[src/rtl/sim_watchdog_if.sv]
`default_nettype none
// ============================================================================
// Module   : sim_watchdog_if
// Brief    : Harness-side signal bundle between the DUT and the sim watchdog.
// Revision : 1.0 - initial release
// ============================================================================
interface sim_watchdog_if #(
   parameter int CNT_W = 32
);
   logic             passed;
   logic             failed;
   logic             dut_reset;
   logic [CNT_W-1:0] cyc_cnt;
   logic             done;
   logic [1:0]       status;
   logic [CNT_W-1:0] end_cycle;

   modport master (
      output passed, failed,
      input  dut_reset, cyc_cnt, done, status, end_cycle
   );

   modport slave (
      input  passed, failed,
      output dut_reset, cyc_cnt, done, status, end_cycle
   );
endinterface
`default_nettype wire

[src/rtl/sim_watchdog.sv]
`default_nettype none
// ============================================================================
// Module   : sim_watchdog
// Brief    : DUT reset sequencing, cycle counter, pass/fail/timeout verdict.
// Revision : 1.0 - initial release
// ============================================================================
module sim_watchdog #(
   parameter int CNT_W        = 32,
   parameter int MAX_CYCLES   = 100000,
   parameter int RESET_CYCLES = 4,
   parameter int PASS_HOLD    = 1
) (
   input  logic          clk,
   input  logic          reset_async,
   sim_watchdog_if.slave bus
);

   localparam int c_HW = $clog2(RESET_CYCLES + 1);
   localparam int c_PW = $clog2(PASS_HOLD + 1);
   localparam logic [c_HW-1:0]  c_HOLD_LAST = c_HW'(RESET_CYCLES - 1);
   localparam logic [c_PW-1:0]  c_PASS_LAST = c_PW'(PASS_HOLD - 1);
   localparam logic [CNT_W-1:0] c_MAX       = CNT_W'(MAX_CYCLES);

   if (MAX_CYCLES < 1 || longint'(MAX_CYCLES) >= (longint'(1) << CNT_W)) begin : g_bad_max
      $error("sim_watchdog: MAX_CYCLES out of range for CNT_W");
   end
   if (RESET_CYCLES < 1) begin : g_bad_reset
      $error("sim_watchdog: RESET_CYCLES must be >= 1");
   end
   if (PASS_HOLD < 1) begin : g_bad_pass
      $error("sim_watchdog: PASS_HOLD must be >= 1");
   end

   typedef enum logic [2:0] {
      ST_HOLD = 3'd0,
      ST_RUN  = 3'd1,
      ST_PASS = 3'd2,
      ST_FAIL = 3'd3,
      ST_TMO  = 3'd4
   } state_t;

   logic [1:0]       r_sync;
   logic             w_rst_sync;
   state_t           r_state,      w_state_nxt;
   logic [c_HW-1:0]  r_hold_cnt,   w_hold_nxt;
   logic [c_PW-1:0]  r_pass_cnt,   w_pass_nxt;
   logic [CNT_W-1:0] r_cyc_cnt,    w_cyc_nxt;
   logic             r_done,       w_done_nxt;
   logic [1:0]       r_status,     w_status_nxt;
   logic [CNT_W-1:0] r_end_cycle,  w_end_nxt;

   // Assertion is immediate; release reaches the FSM two edges later.
   always_ff @(posedge clk or posedge reset_async) begin
      if (reset_async) r_sync <= 2'b11;
      else             r_sync <= {r_sync[0], 1'b0};
   end
   assign w_rst_sync = r_sync[1];

   always_ff @(posedge clk or posedge reset_async) begin
      if (reset_async) begin
         r_state     <= ST_HOLD;
         r_hold_cnt  <= '0;
         r_pass_cnt  <= '0;
         r_cyc_cnt   <= '0;
         r_done      <= 1'b0;
         r_status    <= 2'b00;
         r_end_cycle <= '0;
      end else if (!w_rst_sync) begin
         r_state     <= w_state_nxt;
         r_hold_cnt  <= w_hold_nxt;
         r_pass_cnt  <= w_pass_nxt;
         r_cyc_cnt   <= w_cyc_nxt;
         r_done      <= w_done_nxt;
         r_status    <= w_status_nxt;
         r_end_cycle <= w_end_nxt;
      end
   end

   always_comb begin
      w_state_nxt  = r_state;
      w_hold_nxt   = r_hold_cnt;
      w_pass_nxt   = r_pass_cnt;
      w_cyc_nxt    = r_cyc_cnt;
      w_done_nxt   = r_done;
      w_status_nxt = r_status;
      w_end_nxt    = r_end_cycle;
      case (r_state)
         ST_HOLD: begin
            if (r_hold_cnt == c_HOLD_LAST) begin
               w_state_nxt = ST_RUN;
               w_cyc_nxt   = CNT_W'(1);
            end else begin
               w_hold_nxt  = r_hold_cnt + c_PW'(0) + c_HW'(1);
            end
         end
         ST_RUN: begin
            w_pass_nxt = bus.passed ? r_pass_cnt + c_PW'(1) : '0;
            // Priority: fail, then pass, then timeout; cyc_cnt freezes on the decision.
            if (bus.failed) begin
               w_state_nxt  = ST_FAIL;
               w_status_nxt = 2'b10;
               w_done_nxt   = 1'b1;
               w_end_nxt    = r_cyc_cnt;
            end else if (bus.passed && r_pass_cnt == c_PASS_LAST) begin
               w_state_nxt  = ST_PASS;
               w_status_nxt = 2'b01;
               w_done_nxt   = 1'b1;
               w_end_nxt    = r_cyc_cnt;
            end else if (r_cyc_cnt == c_MAX) begin
               w_state_nxt  = ST_TMO;
               w_status_nxt = 2'b11;
               w_done_nxt   = 1'b1;
               w_end_nxt    = r_cyc_cnt;
            end else begin
               w_cyc_nxt    = r_cyc_cnt + CNT_W'(1);
            end
         end
         default: ;
      endcase
   end

   assign bus.dut_reset = (r_state == ST_HOLD);
   assign bus.cyc_cnt   = r_cyc_cnt;
   assign bus.done      = r_done;
   assign bus.status    = r_status;
   assign bus.end_cycle = r_end_cycle;

endmodule
`default_nettype wire

[src/flat_wrapper.sv]
// flat-port wrapper written by rule: the top's interface ports become plain ports
module sim_watchdog_flat 
#(
   parameter int CNT_W        = 32,
   parameter int MAX_CYCLES   = 100000,
   parameter int RESET_CYCLES = 4,
   parameter int PASS_HOLD    = 1
)
  (clk, reset_async, bus_passed, bus_failed, bus_dut_reset, bus_cyc_cnt, bus_done, bus_status, bus_end_cycle);
  sim_watchdog_if #(.CNT_W(CNT_W)) bus_i ();
  input  logic clk;
  input  logic reset_async;
  input wire logic [$bits(bus_i.passed)-1:0] bus_passed;
  input wire logic [$bits(bus_i.failed)-1:0] bus_failed;
  output wire logic [$bits(bus_i.dut_reset)-1:0] bus_dut_reset;
  output wire logic [$bits(bus_i.cyc_cnt)-1:0] bus_cyc_cnt;
  output wire logic [$bits(bus_i.done)-1:0] bus_done;
  output wire logic [$bits(bus_i.status)-1:0] bus_status;
  output wire logic [$bits(bus_i.end_cycle)-1:0] bus_end_cycle;
  assign bus_i.passed = bus_passed;
  assign bus_i.failed = bus_failed;
  assign bus_dut_reset = bus_i.dut_reset;
  assign bus_cyc_cnt = bus_i.cyc_cnt;
  assign bus_done = bus_i.done;
  assign bus_status = bus_i.status;
  assign bus_end_cycle = bus_i.end_cycle;
  sim_watchdog #(.CNT_W(CNT_W), .MAX_CYCLES(MAX_CYCLES), .RESET_CYCLES(RESET_CYCLES), .PASS_HOLD(PASS_HOLD)) u_core (.clk(clk), .reset_async(reset_async), .bus(bus_i));
endmodule
[config.mk]
export PLATFORM = sky130hd
export DESIGN_NAME = sim_watchdog_flat
export DESIGN_NICKNAME = d
export VERILOG_FILES = /design/src/rtl/sim_watchdog_if.sv /design/src/rtl/sim_watchdog.sv /design/src/flat_wrapper.sv
export SDC_FILE = /design/constraint.sdc
export NUM_CORES = 1
export LEC_CHECK = 0
export CAP_MARGIN = 20
export CORE_MARGIN = 2
export CORE_UTILIZATION = 58
export CTS_BUF_LIST = sky130_fd_sc_hd__clkbuf_8
export CTS_CLUSTER_DIAMETER = 50
export CTS_CLUSTER_SIZE = 40
export DETAILED_ROUTE_END_ITERATION = 8
export PLACE_DENSITY = 0.87
export SETUP_SLACK_MARGIN = 0.3
export SYNTH_ARGS = -nofsm -noshare
export SYNTH_HDL_FRONTEND = slang
export SYNTH_SLANG_ARGS = --single-unit
[constraint.sdc]
create_clock -name clk -period 6.25 [get_ports clk]
set_input_delay 1.25 -clock clk [delete_from_list [all_inputs] [get_ports clk]]
set_output_delay 1.25 -clock clk [all_outputs]
set_load 0.02 [all_outputs]
* Word-level counts from Yosys, hierarchy flattened
Cells that the tools add are included.
** Storage, ports and cells
- Bits in registers :: 76
- Input bits :: 4
- Output and inout port bits :: 68
- Logic and storage cells :: 51
** Operators by class
- $add $sub $neg :: 3
- Eq/ne operators :: 8
- Multiplexer cells :: 20
- Bitwise operators :: 3
- Reductions and logical operators :: 9
** Operators with widths (count)
- $mux W32 :: 7
- $pmux W32 S2 :: 1
- $add A32 B1 Y32 const B :: 1
- $eq A32 B17 Y1 const B :: 1
- $mux W3 :: 4
- $mux W2 :: 3
- $ne A2 B2 Y1 const B :: 3
- $pmux W3 S2 :: 1
- $reduce_and A3 Y1 :: 2
- $reduce_and A6 Y1 :: 1
- $mux W1 :: 4
- $ne A4 B2 Y1 const B :: 1
- $reduce_and A4 Y1 :: 1
- $add A3 B1 Y3 const B :: 1
- $eq A3 B1 Y1 const B :: 1
- $eq A3 B2 Y1 const B :: 1
- $logic_not A3 Y1 :: 1
- $not A1 Y1 :: 3
- $reduce_bool A3 Y1 :: 1
- $ne A2 B1 Y1 const B :: 1
- $reduce_and A2 Y1 :: 1
- $reduce_bool A2 Y1 :: 1
- $add A1 B1 Y1 const B :: 1
- $logic_and A1 B1 Y1 :: 1

* Longest topological paths before layout
Gate-level depths: netlist (run 1).
- Depth in word-level cells :: 5
- Mapped depth :: 10
- Gate-level depth less buffers :: 7

* Least setup slack after synthesis (run 1)
No wires, ideal clock.
- Kind :: input to register
- From :: input port bus_passed
- To :: register u_core.r_cyc_cnt[24], in the netlist u_core.bus.cyc_cnt[24]
- Arrival :: 2870 ps
- Data required time :: 6184 ps
- Setup slack :: 3314 ps
- Stages on the path :: 7
- Path buffers :: 2
- Path through :: nor2b_1 o21a_1 or4_1 clkbuf_1 buf_2 or4_1 nand2_1
** Between the ends
- Cells in the longest elaborated chain, start to end :: 3
** RTL lines
- from (decl) :: RTL line flat_wrapper.sv:13 : input wire logic [$bits(bus_i.passed)-1:0] bus_passed;
- $logic_and A1 B1 Y1 :: RTL line sim_watchdog.sv:104 : end else if (bus.passed && r_pass_cnt == c_PASS_LAST) begin
- $ne A2 B2 Y1 (no line)
- $reduce_and A6 Y1 (no line)
- to (signal assigned) :: RTL line sim_watchdog.sv:72 : r_cyc_cnt <= w_cyc_nxt;
- to (decl) :: RTL line sim_watchdog.sv:47 : logic [CNT_W-1:0] r_cyc_cnt, w_cyc_nxt;
Every way passes these cells.
A chain may end at the register's enable or synchronous reset.

* Worst setup path after layout (run 1)
- From :: input port bus_passed
- To :: register u_core.r_cyc_cnt[31], in the netlist u_core.bus.cyc_cnt[31]
Same word-level chain as after synthesis.

==> parameters.txt, run 1 <==
Parameter                              Value

Outcome
  Status ... finished with violations
  Failing checks ... DRC

Critical path
  Crit-path max FO ... 17
  Most frequent CP cell ... sky130_fd_sc_hd__or4_1
  Cell type of the slowest stage on the worst timing path ... sky130_fd_sc_hd__or4_1
  CP cell instances ... clkdlybuf4s50_1 > nor2b_1 > o21a_1 > or4_1 > or4_1 > mux2i_1
  WP data arrival ... 3.49 ns
  Startpoint of the worst-slack reg-to-reg timing path ... u_core.bus.cyc_cnt[11]
  Cell type group with the largest total delay on the critical path ... simple AND/OR/NAND/NOR gates
  Worst setup slack for register-to-register paths ... 3.40 ns
  Crit Path Class ... primary input to flop
  Crit end category ... flop
  Buffers & Inverters on Critical Path ... 1
  WP data required ... 6.50 ns
  Max incr delay on CP ... 0.72 ns
  CP Launch Type ... primary input
  Worst reg2reg path endpoint ... u_core.bus.end_cycle[29]
  FF-to-FF path depth ... 5

Global route
  GRT Residual Overflow ... 0
  Initial antenna violation count ... 0
  Global-route total usage across every layer ... 25.1%
  First-pass GRT wire length ... 14.5 mm
  Pin count of the biggest net entering global routing ... 77
  Vias in the first global route ... 2877

Worst hold path
  Hold Path Cell Cnt ... 0
  Start point of the worst min-delay path ... u_core.r_sync[0]
  Endpoint of the worst hold path ... u_core.r_sync[1]
  Classification of the worst-slack hold path ... flop to flop

Drt
  Total wire length ... 8.81 mm
  Initial DRC Count ... 371
  Number of remaining DRC errors ... 7
  First drt pass iteration count ... 8
  Post-detailed-route wirelength per cell ... 17.8 um
  Detail Route Antenna Nets ... 0
  Total vias in the final route ... 3156
  Vias per inst ... 6.39

Place
  Cell count after placement ... 478
  Routability Congestion ... 0.907
  Post-DP HPWL ... 5.83 mm
  Buffers on Ports ... 71

Pwr
  Cell-internal power ... 1.15 mW
  Sequential share of power ... 42.1%
  Relative contribution of the clock network to total power ... 29.3%
  Combinational cell fraction of total power ... 28.5%
  IR Drop Worst-Case VDD ... 0.000321 V
  Net switching power of the design ... 0.538 mW
  Overall power after layout ... 1.69 mW
  Standby leakage power ... 2.03 nW
  Power density over the cells ... 350 nW/um2
  Switching fraction of total power ... 31.9%

Clocking
  Hold-fix buffers, CTS ... 0
  Post_cts resized ... 0
  Clock latency reported for the late side of the worst-skew pair ... 0.36 ns
  Number of buffers inserted during clock tree synthesis ... 9
  Max H-tree Level ... 3
  Number of buffers inserted by post-CTS setup repair ... 0
  Buffer cell driving the clock tree root ... sky130_fd_sc_hd__clkbuf_8
  Largest buffer count on any clock path ... 2
  CTS clock-pin slew for the worst setup and hold paths ... 0.08 ns
  TritonCTS clock tree ... done
  Clock sinks ... 76

STA
  Total of endpoints with negative setup slack in the final report ... 0
  Measured slew at the worst slew-check pin ... 1.04 ns
  Final setup TNS ... 0 ns
  Hold WS ... 0.362 ns
  Number of endpoints with negative hold slack in the final report ... 0
  Fin Clk Skew ... 0.0137 ns
  Min Clock Period, post-route ... 3.24 ns
  Unrepaired setup endpoints after global routing ... no
  Relative slew margins ... 30.8%
  Final worst-path cycle share ... 51.9%
  Number of pins with negative max-slew slack in the final report ... 0
  Highest attainable clock frequency ... 308 MHz

Synthesis
  Share of the synthesized area in the top cell type ... 47.6%
  Leading post-synthesis cells by instance count ... 74 x sky130_fd_sc_hd__dfrtp_1, 28 x sky130_fd_sc_hd__mux2_4, 28 x sky130_fd_sc_hd__nand2_1, 24 x sky130_fd_sc_hd__a21oi_1, 17 x sky130_fd_sc_hd__or4_1
  Multiplexer share of the synthesized area ... 13.3%
  Synth Area in Compound Gates ... 9.82%
  Net count of the mapped netlist ... 362
  Post-synthesis simple-gate area fraction ... 21.3%
  Dominant combinational cell family by area after synthesis ... simple AND/OR/NAND/NOR gates
  Synth Warn # ... 0
  Xor-xnor portion of the synthesized cell area ... 0.676%
  Number of flops mapped to enable cells by yosys ... 0
  Post-synth top area cell ... sky130_fd_sc_hd__dfrtp_1
  Combined area of all synthesized cells ... 3890 um2
  Ys async rst share ... 100%
  Predominant post-synthesis flop cell ... sky130_fd_sc_hd__dfrtp_1
  Register bit total from synthesis ... 76
  Leading post-synthesis cells by cell area ... sky130_fd_sc_hd__dfrtp_1 48%, sky130_fd_sc_hd__mux2_4 11%, sky130_fd_sc_hd__or4_1 3.3%
  Cell with the most instances after synthesis ... sky130_fd_sc_hd__dfrtp_1
  Distinct cells, synth ... 49
  Synthesized netlist cell count ... 354
  Sequential cell area fraction in the yosys report ... 49.0%
  Synthesized area divided by synthesized cell count ... 11.0 um2
  Adder-Cell Fraction of Synth Area ... 1.29%

Finish
  Fraction of layout instances using a drive strength above 1 ... 12.7%
  Count of antenna diodes in the layout ... 0
  Number of nets at the end of the flow ... 420
  Number of cells in the finished layout apart from fillers ... 494
  Area delta synth->final ... 24.1%

Floorplan
  Overall die area ... 7370 um2
  Initial Util ... 60.5%
  Die extent in y ... 85.9 um
  Core Rows ... 29
  Die boundary width ... 85.9 um
  I/O pin cnt ... 72
  Core Region ... 6420 um2

Job
  Maxcap violations ... 0
-- cell usage in the layout, fill, tap and decap left out, drive strengths merged, types with 5 or more instances in the layout --
cell type	netlist	layout
a21oi	24	24
and3	5	5
and4	8	8
clkbuf	13	10
clkdlybuf4s50	0	71
dfrtp	74	74
inv	8	10
mux2	33	33
nand2	28	28
nand2b	5	5
nand3	12	12
nand4	12	12
nor2	13	13
nor4	14	14
o21ai	10	10
o31ai	12	12
or3	7	7
or4	18	18
-- how the worst max path moves through the flow --
stage,from,end,slack (ns),cells after the start
finish,bus_passed,u_core.bus.cyc_cnt[31],3.01,6
global route,bus_passed,u_core.bus.cyc_cnt[26],2.87,6
CTS,bus_passed,u_core.bus.cyc_cnt[31],3.01,6
detailed placement,bus_passed,u_core.bus.cyc_cnt[28],2.65,6
global placement,bus_passed,u_core.bus.cyc_cnt[31],2.68,6
floorplan,reset_async,u_core.bus.cyc_cnt[0],3.06,1
-- metal layers --
metal,global-route usage [%],up-vias,routed length [um]
met3,5.49,20,661
met5,0,-,0
met1,36.0,1546,3890
li1,-,1445,-
met2,39.2,145,4150
met4,6.78,0,110
-- worst reg2reg max path: stages (launching register included) --
cell	delay, ns
sky130_fd_sc_hd__dfrtp_1	0.51
sky130_fd_sc_hd__or4_1	0.60
sky130_fd_sc_hd__nor4b_2	0.27
sky130_fd_sc_hd__nand4_1	0.25
sky130_fd_sc_hd__a21o_2	0.62
sky130_fd_sc_hd__mux2_1	0.49
-- power by group through the flow --
stage	combinational, mW	sequential (mW)	clock [mW]
final	0.481	0.711	0.495
after global routing	0.516	0.726	0.519
after CTS	0.486	0.710	0.495
after detailed placement	0.482	0.718	0
after global placement	0.468	0.710	0
after floorplan	0.196	0.775	0
-- through the flow --
| stage | util (%) | setup WS [ns] | cell area [um2] |
|---|---|---|---|
| floorplan | - | 3.06 | 3890 |
| global placement | 71.0 | 2.68 | 4560 |
| detailed placement | 71.0 | 2.65 | 4560 |
| CTS | 75.1 | 3.01 | 4820 |
| global route | 75.1 | 2.87 | 4820 |
| finish | 75.1 | 3.01 | 4820 |
-- layout make-up --
type | instances | area (um2)
Clock buffer | 10 | 138
Sequential cell | 76 | 1900
Multi-Input combinational cell | 245 | 1810
Timing Repair Buffer | 72 | 718
Tap cell | 77 | 96.3
Fill cell | 440 | 1600
Clock inverter | 6 | 128
Inverter | 8 | 30.0
-- logic make-up (layout without fill, tap and decap cells) --
family,Yosys count,after routing
xor gates and xnor gates,3,3
adders and majority gates,4,4
other,1,1
DFF,76,76
muxes,37,37
buffers and inverters,33,96
and+or+nand+nor,139,139
AOI/OAI and AO/OA,61,61
-- state kept, by name, summed over array words and instances, names as in the netlist --
name / cells
u_core.bus.end_cycle: 32
u_core.bus.status: 2
u_core.r_state: 3
u_core.r_hold_cnt: 3
u_core.bus.cyc_cnt: 32
u_core.r_pass_cnt: 1
u_core.r_sync: 2
u_core.bus.done: 1
Power figures use the tool's default switching activity.
==> run 2, diff against run 1 <==
CORE_UTILIZATION = 54   (was 58)
PLACE_DENSITY = 0.82   (was 0.87)
clock period = 3.2 ns   (was 6.25 ns; I/O delays follow)
==> parameters.txt, run 2 (synthesis results as in run 1) <==
Parameter                              Value

Outcome
  Status ... finished, final reports clean (was finished with violations)

Worst hold path
  Endpoint of the worst hold path ... u_core.r_sync[1] (unchanged)
  Hold Path Cell Cnt ... 0 (unchanged)
  Start point of the worst min-delay path ... u_core.r_sync[0] (unchanged)
  Classification of the worst-slack hold path ... flop to flop (unchanged)

Critical path
  WP data arrival ... 2.99 ns (was 3.49 ns)
  CP Launch Type ... flop (was primary input)
  WP data required ... 3.45 ns (was 6.50 ns)
  FF-to-FF path depth ... 6 (was 5)
  Worst setup slack for register-to-register paths ... 0.45 ns (was 3.40 ns)
  Startpoint of the worst-slack reg-to-reg timing path ... u_core.bus.cyc_cnt[21] (was u_core.bus.cyc_cnt[11])
  Crit Path Class ... flop to flop (was primary input to flop)
  Worst reg2reg path endpoint ... u_core.bus.end_cycle[16] (was u_core.bus.end_cycle[29])
  Crit end category ... flop (unchanged)
  Crit-path max FO ... 20 (was 17)

Finish
  Fraction of layout instances using a drive strength above 1 ... 14.4% (was 12.7%)
  Highest-count cells in the layout ignoring fill and taps ... 74 x sky130_fd_sc_hd__dfrtp_1, 71 x sky130_fd_sc_hd__clkdlybuf4s50_1, 28 x sky130_fd_sc_hd__nand2_1, 28 x sky130_fd_sc_hd__mux2_4, 24 x sky130_fd_sc_hd__a21oi_1 (unchanged)
  Count of antenna diodes in the layout ... 0 (unchanged)
  Area delta synth->final ... 25.5% (was 24.1%)
  Most common cell after layout, fill and taps aside ... sky130_fd_sc_hd__dfrtp_1 (unchanged)
  Number of cells in the finished layout apart from fillers ... 520 (was 494)
  Number of nets at the end of the flow ... 427 (was 420)

Clocking
  Buffer cell driving the clock tree root ... sky130_fd_sc_hd__clkbuf_8 (unchanged)
  Clock sinks ... 76 (unchanged)
  TritonCTS clock tree ... done (unchanged)
  CTS clock-pin slew for the worst setup and hold paths ... 0.08 ns (about the same)
  Post_cts resized ... 0 (unchanged)
  Max H-tree Level ... 3 (unchanged)
  Hold-fix buffers, CTS ... 0 (unchanged)
  Largest buffer count on any clock path ... 2 (unchanged)
  Clock latency reported for the late side of the worst-skew pair ... 0.36 ns (about the same)
  Number of buffers inserted during clock tree synthesis ... 9 (unchanged)
  Number of buffers inserted by post-CTS setup repair ... 0 (unchanged)

Place
  Minimum setup slack after placement ... 0.158 ns (was 2.65 ns)
  Buffers on Ports ... 71 (unchanged)
  Post-DP HPWL ... 6.50 mm (was 5.83 mm)
  Cell count after placement ... 504 (was 478)
  Routability Congestion ... 0.881 (was 0.907)

STA
  Slack of the critical path ... 0.453 ns (was 3.01 ns)
  Unrepaired setup endpoints after global routing ... no (unchanged)
  Total of endpoints with negative setup slack in the final report ... 0 (unchanged)
  Final setup TNS ... 0 ns (unchanged)
  Measured slew at the worst slew-check pin ... 0.867 ns (was 1.04 ns)
  Min Clock Period, post-route ... 2.75 ns
  Number of endpoints with negative hold slack in the final report ... 0 (unchanged)
  Fin Clk Skew ... 0.0117 ns (was 0.0137 ns)
  Final worst-path cycle share ... 85.8%
  Relative slew margins ... 42.2% (was 30.8%)
  Highest attainable clock frequency ... 364 MHz
  Number of pins with negative max-slew slack in the final report ... 0 (unchanged)

Global route
  Vias in the first global route ... 3157 (was 2877)
  Initial antenna violation count ... 0 (unchanged)
  Pin count of the biggest net entering global routing ... 52 (was 77)
  Global-route total usage across every layer ... 26.7% (was 25.1%)
  GRT Residual Overflow ... 0 (unchanged)
  First-pass GRT wire length ... 16.0 mm (was 14.5 mm)

Pwr
  Standby leakage power ... 2.06 nW (was 2.03 nW)
  Overall power after layout ... 3.14 mW (was 1.69 mW)
  Power density over the cells ... 645 nW/um2 (was 350 nW/um2)
  IR Drop Worst-Case VDD ... 0.000385 V (was 0.000321 V)

Floorplan
  Core Rows ... 30 (was 29)
  I/O pin cnt ... 72 (unchanged)
  Core Region ... 6870 um2 (was 6420 um2)
  Die extent in y ... 88.8 um (was 85.9 um)
  Die boundary width ... 88.8 um (was 85.9 um)
  Initial Util ... 56.6% (was 60.5%)
  Overall die area ... 7890 um2 (was 7370 um2)

Drt
  Post-detailed-route wirelength per cell ... 18.6 um (was 17.8 um)
  Vias per inst ... 6.25 (was 6.39)
  Total vias in the final route ... 3248 (was 3156)
  Detail Route Antenna Nets ... 0 (unchanged)
  Initial DRC Count ... 299 (was 371)
  Number of remaining DRC errors ... 0 (was 7)
  Total wire length ... 9.65 mm (was 8.81 mm)
  First drt pass iteration count ... 5 (was 8)

Job
  Maxcap violations ... 0 (unchanged)
==> run 2: per-layer routing <==
layer  part of all wire [%]  global-route usage (%)  vias to the layer above
met5                      0                       0                        -
met4                    1.9                    12.8                        0
met3                    6.1                    5.04                       20
met2                     49                    41.4                      141
met1                     43                    36.2                     1631
li1                       -                       -                     1456
==> run 2: worst max-delay path by stage <==
stage	startpoint	end	slack, ns	depth (start not counted)
finish	u_core.bus.cyc_cnt[21]	u_core.bus.end_cycle[16]	0.45	6
global route	u_core.bus.cyc_cnt[21]	u_core.bus.end_cycle[18]	0.31	6
CTS	u_core.bus.cyc_cnt[21]	u_core.bus.end_cycle[18]	0.52	6
detailed placement	bus_passed	u_core.bus.cyc_cnt[31]	0.16	6
global placement	bus_passed	u_core.bus.cyc_cnt[31]	0.23	6
floorplan	reset_async	u_core.bus.cyc_cnt[0]	0.62	1
==> run 2: final cells by class <==
| cell class | count | area [um2] |
|---|---|---|
| fill | 513 | 1990 |
| sequential | 76 | 1900 |
| multi-input combinational | 245 | 1810 |
| timing repair buffer | 79 | 796 |
| clock buffer | 10 | 138 |
| tap | 96 | 120 |
| clock inverter | 6 | 78.8 |
| inverter | 8 | 30.0 |
==> run 2: power by group <==
part           total (mW)  internal (mW)  switching, mW
Clock               0.807          0.453          0.353
Sequential           1.39           1.15          0.244
Combinational       0.948          0.493          0.456
Total                3.14           2.09           1.05
==> run 2: through the flow <==
step,util (%),area [um2],hold slack (ns)
2_1_floorplan,-,3890,0.345
3_3_place_gp,67.8,4660,0.346
5_1_grt,71.0,4880,0.363
4_1_cts,71.0,4880,0.361
6_report,71.0,4880,0.358
3_5_place_dp,67.8,4660,0.350
==> run 2: worst max-delay path: stages, from the launching register on <==
cell                      delay [ns]
sky130_fd_sc_hd__dfrtp_1        0.46
sky130_fd_sc_hd__or4_1          0.55
sky130_fd_sc_hd__nor4b_2        0.28
sky130_fd_sc_hd__nand4_1        0.28
sky130_fd_sc_hd__a21o_2         0.46
sky130_fd_sc_hd__buf_12         0.24
sky130_fd_sc_hd__mux2_4         0.31
